==> src/rtl/lii_out_arbiter.sv <==
// ---------------------------------------------------------------------------
// lii_out_arbiter
//
// Purpose:
//   Shares one LII phy output channel between N kernel-wrapper output
//   streams. Each requester presents an already-packed PW-bit beat together
//   with its source/destination tags. A round-robin arbiter grants one
//   requester at a time. A grant lasts until the requester has delivered
//   BURST beats or stops presenting data, so no requester can starve the
//   others. The output stage is a single fully registered beat.
//
// Handshake semantics (applies to the req_* side and the lii_out_* side):
//   A beat transfers on a rising aclk edge where valid and ready are both
//   high. A producer holding valid high keeps its payload stable until that
//   edge. Ready may depend combinationally on the consumer's own state. On
//   this block, req_tready[g] depends on lii_out_tvalid and lii_out_tready.
//
// Ports:
//   aclk, arstn                 clock, asynchronous active-low reset
//   req_tdata  [N*PW]           requester i beat at [i*PW +: PW]
//   req_tvalid [N]              requester valid
//   req_tready [N]              requester ready (only the granted one can be 1)
//   req_src    [N*8]            requester i source id at [i*8 +: 8]
//   req_dst    [N*8]            requester i destination id at [i*8 +: 8]
//   lii_out_tdata/src/dst       registered phy output beat and tags
//   lii_out_tvalid              registered phy output valid
//   lii_out_tready              phy output ready
//   grant_idx  [IW]             currently or last granted requester
//   busy                        high while in GRANT
//   o_dbg_state                 FSM state (0 = IDLE, 1 = GRANT)
//   o_dbg_rr_ptr [IW]           round-robin search start for the next pick
// ---------------------------------------------------------------------------
module lii_out_arbiter #(
  parameter int N     = 4,
  parameter int PW    = 64,
  parameter int BURST = 4,
  parameter int IW    = $clog2(N)
) (
  input  logic              aclk,
  input  logic              arstn,
  input  logic [N*PW-1:0]   req_tdata,
  input  logic [N-1:0]      req_tvalid,
  output logic [N-1:0]      req_tready,
  input  logic [N*8-1:0]    req_src,
  input  logic [N*8-1:0]    req_dst,
  output logic [PW-1:0]     lii_out_tdata,
  output logic              lii_out_tvalid,
  input  logic              lii_out_tready,
  output logic [7:0]        lii_out_src,
  output logic [7:0]        lii_out_dst,
  output logic [IW-1:0]     grant_idx,
  output logic              busy,
  output logic              o_dbg_state,
  output logic [IW-1:0]     o_dbg_rr_ptr
);

  typedef enum logic {
    ST_IDLE  = 1'b0,
    ST_GRANT = 1'b1
  } state_t;

  // Beat counter is 8 bits wide because BURST is at most 255.
  localparam logic [7:0] BURST_LAST = 8'(BURST - 1);

  state_t            r_state;
  state_t            w_state_nxt;
  logic [IW-1:0]     r_grant_idx;
  logic [IW-1:0]     r_rr_ptr;
  logic [7:0]        r_beat_cnt;

  logic              r_out_valid;
  logic [PW-1:0]     r_out_data;
  logic [7:0]        r_out_src;
  logic [7:0]        r_out_dst;

  logic [2*N-1:0]    w_req_dbl;
  logic [N-1:0]      w_req_rot;
  logic              w_pick_vld;
  logic [IW-1:0]     w_pick_ofs;
  logic [IW:0]       w_pick_sum;
  logic [IW-1:0]     w_pick_idx;

  logic              w_out_free;
  logic              w_accept;
  logic              w_release;
  logic [IW-1:0]     w_next_rr;
  logic [N-1:0]      w_req_tready;

  logic [PW-1:0]     w_sel_data;
  logic [7:0]        w_sel_src;
  logic [7:0]        w_sel_dst;
  logic              w_sel_valid;

  // -------------------------------------------------------------------------
  // Round-robin pick.
  // Rotate the valid vector so that bit 0 is requester rr_ptr. The first set
  // bit then gives the offset from rr_ptr. Doubling the vector lets a plain
  // right shift perform the rotation.
  // -------------------------------------------------------------------------
  assign w_req_dbl = {req_tvalid, req_tvalid};
  assign w_req_rot = w_req_dbl[N-1:0] | '0;

  logic [2*N-1:0] w_req_shift;
  assign w_req_shift = w_req_dbl >> r_rr_ptr;

  always_comb begin
    w_pick_vld = 1'b0;
    w_pick_ofs = '0;
    // Scan from the highest offset down so the lowest set offset wins.
    for (int k = N - 1; k >= 0; k--) begin
      if (w_req_shift[k]) begin
        w_pick_vld = 1'b1;
        w_pick_ofs = IW'(k);
      end
    end
  end

  // Convert the offset back to an absolute index: (rr_ptr + ofs) mod N.
  always_comb begin
    w_pick_sum = {1'b0, r_rr_ptr} + {1'b0, w_pick_ofs};
    if (w_pick_sum >= (IW+1)'(N)) begin
      w_pick_sum = w_pick_sum - (IW+1)'(N);
    end
    w_pick_idx = w_pick_sum[IW-1:0];
  end

  // Next search start after releasing grant g is (g + 1) mod N.
  assign w_next_rr = (r_grant_idx == IW'(N - 1)) ? '0 : r_grant_idx + 1'b1;

  // -------------------------------------------------------------------------
  // Granted requester's payload.
  // -------------------------------------------------------------------------
  assign w_sel_data  = req_tdata[r_grant_idx*PW +: PW];
  assign w_sel_src   = req_src[r_grant_idx*8 +: 8];
  assign w_sel_dst   = req_dst[r_grant_idx*8 +: 8];
  assign w_sel_valid = req_tvalid[r_grant_idx];

  // The output register can take a new beat when it is empty or drains now.
  assign w_out_free = !r_out_valid || lii_out_tready;

  // -------------------------------------------------------------------------
  // FSM: next state and grant-side handshake.
  // -------------------------------------------------------------------------
  always_comb begin
    w_state_nxt  = r_state;
    w_req_tready = '0;
    w_accept     = 1'b0;
    w_release    = 1'b0;
    case (r_state)
      ST_IDLE: begin
        // IDLE always lasts one cycle per arbitration. This cycle is the
        // bubble between grants.
        if (w_pick_vld) begin
          w_state_nxt = ST_GRANT;
        end
      end
      ST_GRANT: begin
        w_req_tready[r_grant_idx] = w_out_free;
        w_accept = w_sel_valid && w_out_free;
        // Release when the burst ends on this accept, or when the granted
        // requester has nothing to offer this cycle.
        if (w_accept && (r_beat_cnt == BURST_LAST)) begin
          w_release = 1'b1;
        end else if (!w_sel_valid) begin
          w_release = 1'b1;
        end
        if (w_release) begin
          w_state_nxt = ST_IDLE;
        end
      end
      default: begin
        w_state_nxt = ST_IDLE;
      end
    endcase
  end

  always_ff @(posedge aclk or negedge arstn) begin
    if (!arstn) begin
      r_state <= ST_IDLE;
    end else begin
      r_state <= w_state_nxt;
    end
  end

  // -------------------------------------------------------------------------
  // Grant index, round-robin pointer, beat counter.
  // -------------------------------------------------------------------------
  always_ff @(posedge aclk or negedge arstn) begin
    if (!arstn) begin
      r_grant_idx <= '0;
      r_rr_ptr    <= '0;
      r_beat_cnt  <= '0;
    end else begin
      if ((r_state == ST_IDLE) && w_pick_vld) begin
        r_grant_idx <= w_pick_idx;
        r_beat_cnt  <= '0;
      end
      // Saturate at BURST-1. The count is never compared beyond that value.
      if (w_accept && (r_beat_cnt != BURST_LAST)) begin
        r_beat_cnt <= r_beat_cnt + 8'd1;
      end
      if (w_release) begin
        r_rr_ptr <= w_next_rr;
      end
    end
  end

  // -------------------------------------------------------------------------
  // Output register. A new accept overwrites a beat draining this cycle.
  // Otherwise, a drained beat clears valid and a stalled beat holds.
  // -------------------------------------------------------------------------
  always_ff @(posedge aclk or negedge arstn) begin
    if (!arstn) begin
      r_out_valid <= 1'b0;
      r_out_data  <= '0;
      r_out_src   <= '0;
      r_out_dst   <= '0;
    end else begin
      if (w_accept) begin
        r_out_valid <= 1'b1;
        r_out_data  <= w_sel_data;
        r_out_src   <= w_sel_src;
        r_out_dst   <= w_sel_dst;
      end else if (r_out_valid && lii_out_tready) begin
        r_out_valid <= 1'b0;
      end
    end
  end

  // -------------------------------------------------------------------------
  // Outputs.
  // -------------------------------------------------------------------------
  assign req_tready     = w_req_tready;
  assign lii_out_tdata  = r_out_data;
  assign lii_out_tvalid = r_out_valid;
  assign lii_out_src    = r_out_src;
  assign lii_out_dst    = r_out_dst;
  assign grant_idx      = r_grant_idx;
  assign busy           = (r_state == ST_GRANT);
  assign o_dbg_state    = r_state;
  assign o_dbg_rr_ptr   = r_rr_ptr;

endmodule

==> config.mk <==
export PLATFORM = sky130hd
export DESIGN_NAME = lii_out_arbiter
export DESIGN_NICKNAME = d
export VERILOG_FILES = /design/src/rtl/lii_out_arbiter.sv
export SDC_FILE = /design/constraint.sdc
export NUM_CORES = 1
export LEC_CHECK = 0
export ABC_AREA = 1
export BUFFER_PORTS_ARGS = -buffer_cell sky130_fd_sc_hd__buf_2
export CORE_AREA = 3 3 160 162
export DETAILED_ROUTE_END_ITERATION = 10
export DIE_AREA = 0 0 163 165
export PLACE_DENSITY = 0.65
export SLEW_MARGIN = 20
export SYNTH_ARGS = -nofsm -noshare
export SYNTH_HDL_FRONTEND = slang
export SYNTH_SLANG_ARGS = --single-unit
==> constraint.sdc <==
create_clock -name aclk -period 1.67 [get_ports aclk]
set_clock_uncertainty 0.05 [all_clocks]
set_input_delay 0 -clock aclk [delete_from_list [all_inputs] [get_ports aclk]]
set_output_delay 0 -clock aclk [all_outputs]
set_load 0.005 [all_outputs]
# Yosys cells after proc, flatten, opt, wreduce, memory -nomap -nowiden
# Index checks and enable logic that the tools add are counted.
dict set report word_totals {
  ff_bits 94
  input_bits 327
  output_inout_bits 91
}
dict set report op_classes {
  add_sub_neg 4
  n_lt_le_gt_ge 3
  n_eq_ne 3
  shift 4
  mux 27
  bitwise_logic 2
  reduce_logical 10
}
# cell count
set op_table {}
lappend op_table {{variable part select 256 x 9 -> 64 bit} 1}
lappend op_table {{variable part select 32 x 6 -> 8 bit} 2}
lappend op_table {{two-way mux 8 bit} 2}
lappend op_table {{two-way mux 1 bit} 15}
lappend op_table {{two-way mux 2 bit} 6}
lappend op_table {{adder 8 x 1 -> 8 bit, second input constant} 1}
lappend op_table {{equality test 8 x 2 -> 1 bit, second input constant} 1}
lappend op_table {{inequality test 8 x 2 -> 1 bit, second input constant} 1}
lappend op_table {{right shift 8 x 2 -> 4 bit} 1}
lappend op_table {{logical AND 1 bit} 6}
lappend op_table {{AND 4 bit} 1}
lappend op_table {{two-way mux 4 bit} 1}
lappend op_table {{nonzero test 2 bit} 2}
lappend op_table {{adder 2 x 2 -> 3 bit} 1}
lappend op_table {{greater-or-equal comparator 3 bit, second input constant} 1}
lappend op_table {{< comparator 2 x 3 -> 1 bit, second input constant} 1}
lappend op_table {{adder 2 x 1 -> 2 bit, second input constant} 1}
lappend op_table {{binary-select mux 1 bit (select 2 bit)} 1}
lappend op_table {{demux 1 bit (select 2 bit)} 1}
lappend op_table {{equality test 2 bit, second input constant} 1}
lappend op_table {{greater-or-equal comparator 2 x 1 -> 1 bit, second input constant} 1}
lappend op_table {{one-hot mux 1 bit (2 select lines)} 1}
lappend op_table {{subtractor 2 x 1 -> 2 bit, second input constant} 1}
lappend op_table {{logical NOT 1 bit} 1}
lappend op_table {{2 further kinds} 2}

# Depth between registers and ports, before layout
dict set report logic_depth {
  ltp_word 8
  mapped_depth 13
  ltp_nobuf 13
}

# Least setup slack after synthesis
# OpenSTA, ideal clock, no wires.
dict set report synth_path {
  path_kind {flip-flop to flip-flop}
  from {register r_rr_ptr[0] (netlist: o_dbg_rr_ptr[0])}
  to {register r_grant_idx[1] (netlist: grant_idx[1])}
  setup_time_ns 0.127
  arrival_time_ns 1.471
  t_required_ns 1.493
  slack_ns 0.021
  stages_incl_launch_ff 14
  path_buffers 0
  synth_period_minus_slack_ns 1.649
  path_cell_list {dfrtp_1 -> inv_2 -> nand2_1 -> nand3_1 -> nand2_1 -> nand3_1 -> a21boi_0 -> ha_1 -> xnor2_1 -> inv_1 -> nand2_1 -> nand2_1 -> nand2_1 -> o21ai_0}
}
dict set report synth_between {
  elab_chain_cells 8
  elab_cells_between_ends 14
  classes_between {add/sub (2); order compare (1); shift (1); mux (9); reduce/logical (1)}
}
# item line
set synth_rtl {}
lappend synth_rtl {{start: declaration} 68} ;# logic [IW-1:0] r_rr_ptr;
lappend synth_rtl {{start signal: assignment} 203} ;# r_rr_ptr <= w_next_rr;
lappend synth_rtl {{right shift 8 x 2 -> 4 bit} 104} ;# assign w_req_shift = w_req_dbl >> r_rr_ptr;
lappend synth_rtl {{two-way mux 2 bit (4 in a row)} 111} ;# if (w_req_shift[k]) begin
lappend synth_rtl {{adder 2 x 2 -> 3 bit} 120} ;# w_pick_sum = {1'b0, r_rr_ptr} + {1'b0, w_pick_ofs};
lappend synth_rtl {{greater-or-equal comparator 3 bit or subtractor 2 x 1 -> 2 bit (tied branches)} {121, 122}}
lappend synth_rtl {{two-way mux 2 bit} 121} ;# if (w_pick_sum >= (IW+1)'(N)) begin
lappend synth_rtl {{end signal: assignment} 195} ;# r_grant_idx <= w_pick_idx;
lappend synth_rtl {{end: declaration} 67} ;# logic [IW-1:0] r_grant_idx;
# Parallel ways exist; a longest one is shown, timed or not.
# A chain may end at the register's enable or synchronous reset.

# Final worst setup path
dict set report layout_path {
  from {register r_grant_idx[0] (netlist: grant_idx[0])}
  to {register r_out_data[51] (netlist: lii_out_tdata[51])}
}
dict set report layout_between {
  elab_chain_cells 4
  elab_cells_between_ends 5
  classes_between {shift (1); mux (3); reduce/logical (1)}
}
# item line
set layout_rtl {}
lappend layout_rtl {{parallel branches: the longest is 4 deep, another holds variable part select 256 x 9 -> 64 bit} --}
lappend layout_rtl {{end signal: assignment} 221} ;# r_out_data <= w_sel_data;
lappend layout_rtl {{end: declaration} 72} ;# logic [PW-1:0] r_out_data;
# Several ways; the timed one is not identified. The select of a mux whose other input is x is not followed.

==> metrics.cfg <==
[worst_setup_path]
critical_path.top_delay_family=flip-flops
crit_path_start_kind=flop
r2r_start=grant_idx[0]
cp_max_fo=7
critPathLaunch=grant_idx[0]
crit_top_cell=nand2_2
cp.arrival_ns=1.91
cpPeakStageDelay_ns=0.57
critPathSlowestCell=dfrtp_4
required_ns=1.85
path_cells=clkinv_8 > nand2_4 > nand2_2 > nand2_2 > o21ai_4 > buf_12 > nand2_8 > clkbuf_16 > nand2_2 > nand2_1
crit_type=flop to flop
endpoint_kind=flop
cp_num_buf_inv=3

[detailed_routing]
wl_met3_um=2950
drc=0
num_vias=9077
met2_wirelength_um=16900
final_antenna_net_count=0
dr.max_layer_used=met5
first_pass_iters=5
viasPerCell=5.16
routed_wirelength_um=34500
wl_per_cell_um=19.6
drt_iter0_markers=815
met1Wirelength_um=13300

[hold_path]
worstHoldStart=req_tdata[193]
hold_path_class=primary input to flop

[floorplanning]
rows=57
start_util_pct=25.8
die_w_um=163
core-area_sq_um=24200
dieArea_sq_um=26900
io_pins=418
die_h_um=165

[timing]
setup_violations=83
finalWorstSetupSlack_ns=-0.0571
slew_headroom_pct=64.0
max_freq_ghz=0.579
worst_pin_slew_ns=0.540
slew_violations=0
finalHoldViolations=0
rsz0062_at_grt=true
setup_tns_ns=-2.25
final.period_utilization_pct=103
period_needed_ns=1.73

[yosys]
synth_top_area_cell=dfrtp_1
ys_types=27
ys.flop_type=dfrtp_1
synthCells=939
syn_area_sq_um=6250
synth_most_common_cell=nand2_1
synth_nets=1272
synth_compound_area_share_pct=21.8
synth_top_area_share_pct=37.6
synth_edf_count=0
synth_commonest_cells=nand2_1, nor2_1, o21ai_0
ys_async_sr_fraction_pct=100
synth-simple-area-share_pct=32.0
yosys-top-cells-area=dfrtp_1, o21ai_0, nand2_1, nor2_1, nand3_1
synthAdderAreaFrac_pct=1.20
syn_avg_cell_area_sq_um=6.66
ys_seq_elements=94
yosys_warnings=0
synthMuxAreaShare_pct=0
synth_top_family_by_area=simple AND/OR/NAND/NOR gates
synth_xor_area_share_pct=0.420
ys_seq_area_share_pct=37.6

[placement]
hpwlAfterDp_um=19000
dpl.cell_count=1626
gp_congestion=0.853
port_buffers=417

[power]
leakage_nw=5.83
ir_worst_vdd_v=0.00109
power.density_nw_per_um2=1970
power_mw=22.9

[final_layout]
multi_input_area_sq_um=4320
fill_cells=2386
seqCellArea_sq_um=2360
drive_above_1_share_pct=49.5
area_growth_pct=85.3
instances_no_fill=1758
nets=1759

[global_route]
grt-ovfl-total=0
grt_antenna_before_repair=4
grt_usage_pct=19.1
grt_max_degree=95
first_global_vias=8016
grt_pass1_wl_um=41000

[cts]
cts_tree=yes
clkTransAtPathRegs_ns=0.08
numClockSinks=94
cts_made_buffers=9
htreeDepth=3
root_buffer=clkbuf_16
ctsLongestPathBuffers=2
insertion_delay_ns=0.35

[run]
max-cap-violations=0

[outcome]
status=complete, but fails checks
violations=setup timing

==> worst min-delay path: stages <==
cell and delay (ns):
buf_2 0.10, nor2_1 0.09, o22ai_1 0.09, nand3_1 0.07
nand2_1 0.05
==> placed cells by master (no fill, tap or decap), drive strengths merged, types with 3 or more instances in the layout <==
cell type	instances
nor2	172
ha	6
dlygate4sd3	52
diode	3
o21ai	168
dfrtp	94
clkbuf	31
nand2	206
o22ai	80
nand3	107
buf	481
clkinv	3
inv	14
==> registers in the layout, summed over array words and instances, names as in the netlist <==
signal and flops:
lii_out_src 8, lii_out_tdata 64, busy 1, r_beat_cnt 8, o_dbg_rr_ptr 2, lii_out_dst 8, lii_out_tvalid 1, grant_idx 2
==> final timing paths <==
path	end	slack, ns	cells after the start
min in group asynchronous	lii_out_tdata[25]	0.20	3
hold / removal	lii_out_tdata[1]	0.01	5
hold reg to reg	lii_out_dst[4]	0.42	2
setup / recovery	lii_out_tdata[51]	-0.06	10
setup reg to reg	lii_out_tdata[51]	-0.06	10
max in group asynchronous	grant_idx[0]	0.94	3
==> layout make-up <==
type | count | area share (%)
clock buffers | 11 | 2.09
diodes | 3 | 0.0648
clock inverters | 5 | 0.507
well taps | 324 | 3.50
flip-flops and latches | 94 | 20.4
inverters | 15 | 0.702
multi-input cells | 751 | 37.3
repair buffers | 555 | 35.5
==> per-stage QoR <==
| stage | area (sq um) | hold slack, ns | setup slack (ns) | util, % |
|---|---|---|---|---|
| 2_1_floorplan | 6250 | -0.346 | 0.0213 | - |
| 3_3_place_gp | 8750 | 0.0472 | -0.0720 | 36.1 |
| 3_5_place_dp | 8750 | 0.0484 | -0.132 | 36.1 |
| 4_1_cts | 9890 | 0.00117 | -0.0440 | 40.8 |
| 5_1_grt | 11600 | 0.0313 | -0.149 | 47.8 |
| 6_report | 11600 | 0.0139 | -0.0571 | 47.8 |
==> per-layer routing <==
layer  track usage [%]  up-vias
met4              8.38        2
met5                 0        -
met1              22.5     4306
met2              33.3      498
met3              4.34       84
li1                  -     4187
==> logic make-up after synthesis <==
kind of cell / count (synthesis)
buffers and inverters: 96
AOI/OAI and AO/OA: 251
DFF: 94
and+or+nand+nor: 489
adders and majority gates: 6
xor gates and xnor gates: 3
==> what timing repair did <==
| item | in CTS | in global routing |
|---|---|---|
| setup endpoints to repair | 88 | 97 |
| resized for setup | 32 | 234 |
| hold buffers | 52 | 0 |
| pin swaps | 3 | 71 |
| setup buffers | 10 | 14 |
| gates cloned | 3 | 34 |
| hold endpoints to repair | 141 | 0 |
==> report_power, final <==
group	switching (mW)	leakage, nW	total, mW	internal [mW]
Clock	0.941	0.142	2.14	1.20
Sequential	0.929	1.17	4.30	3.37
Combinational	9.07	4.52	16.4	7.37
(Power assumes the default switching activity.)
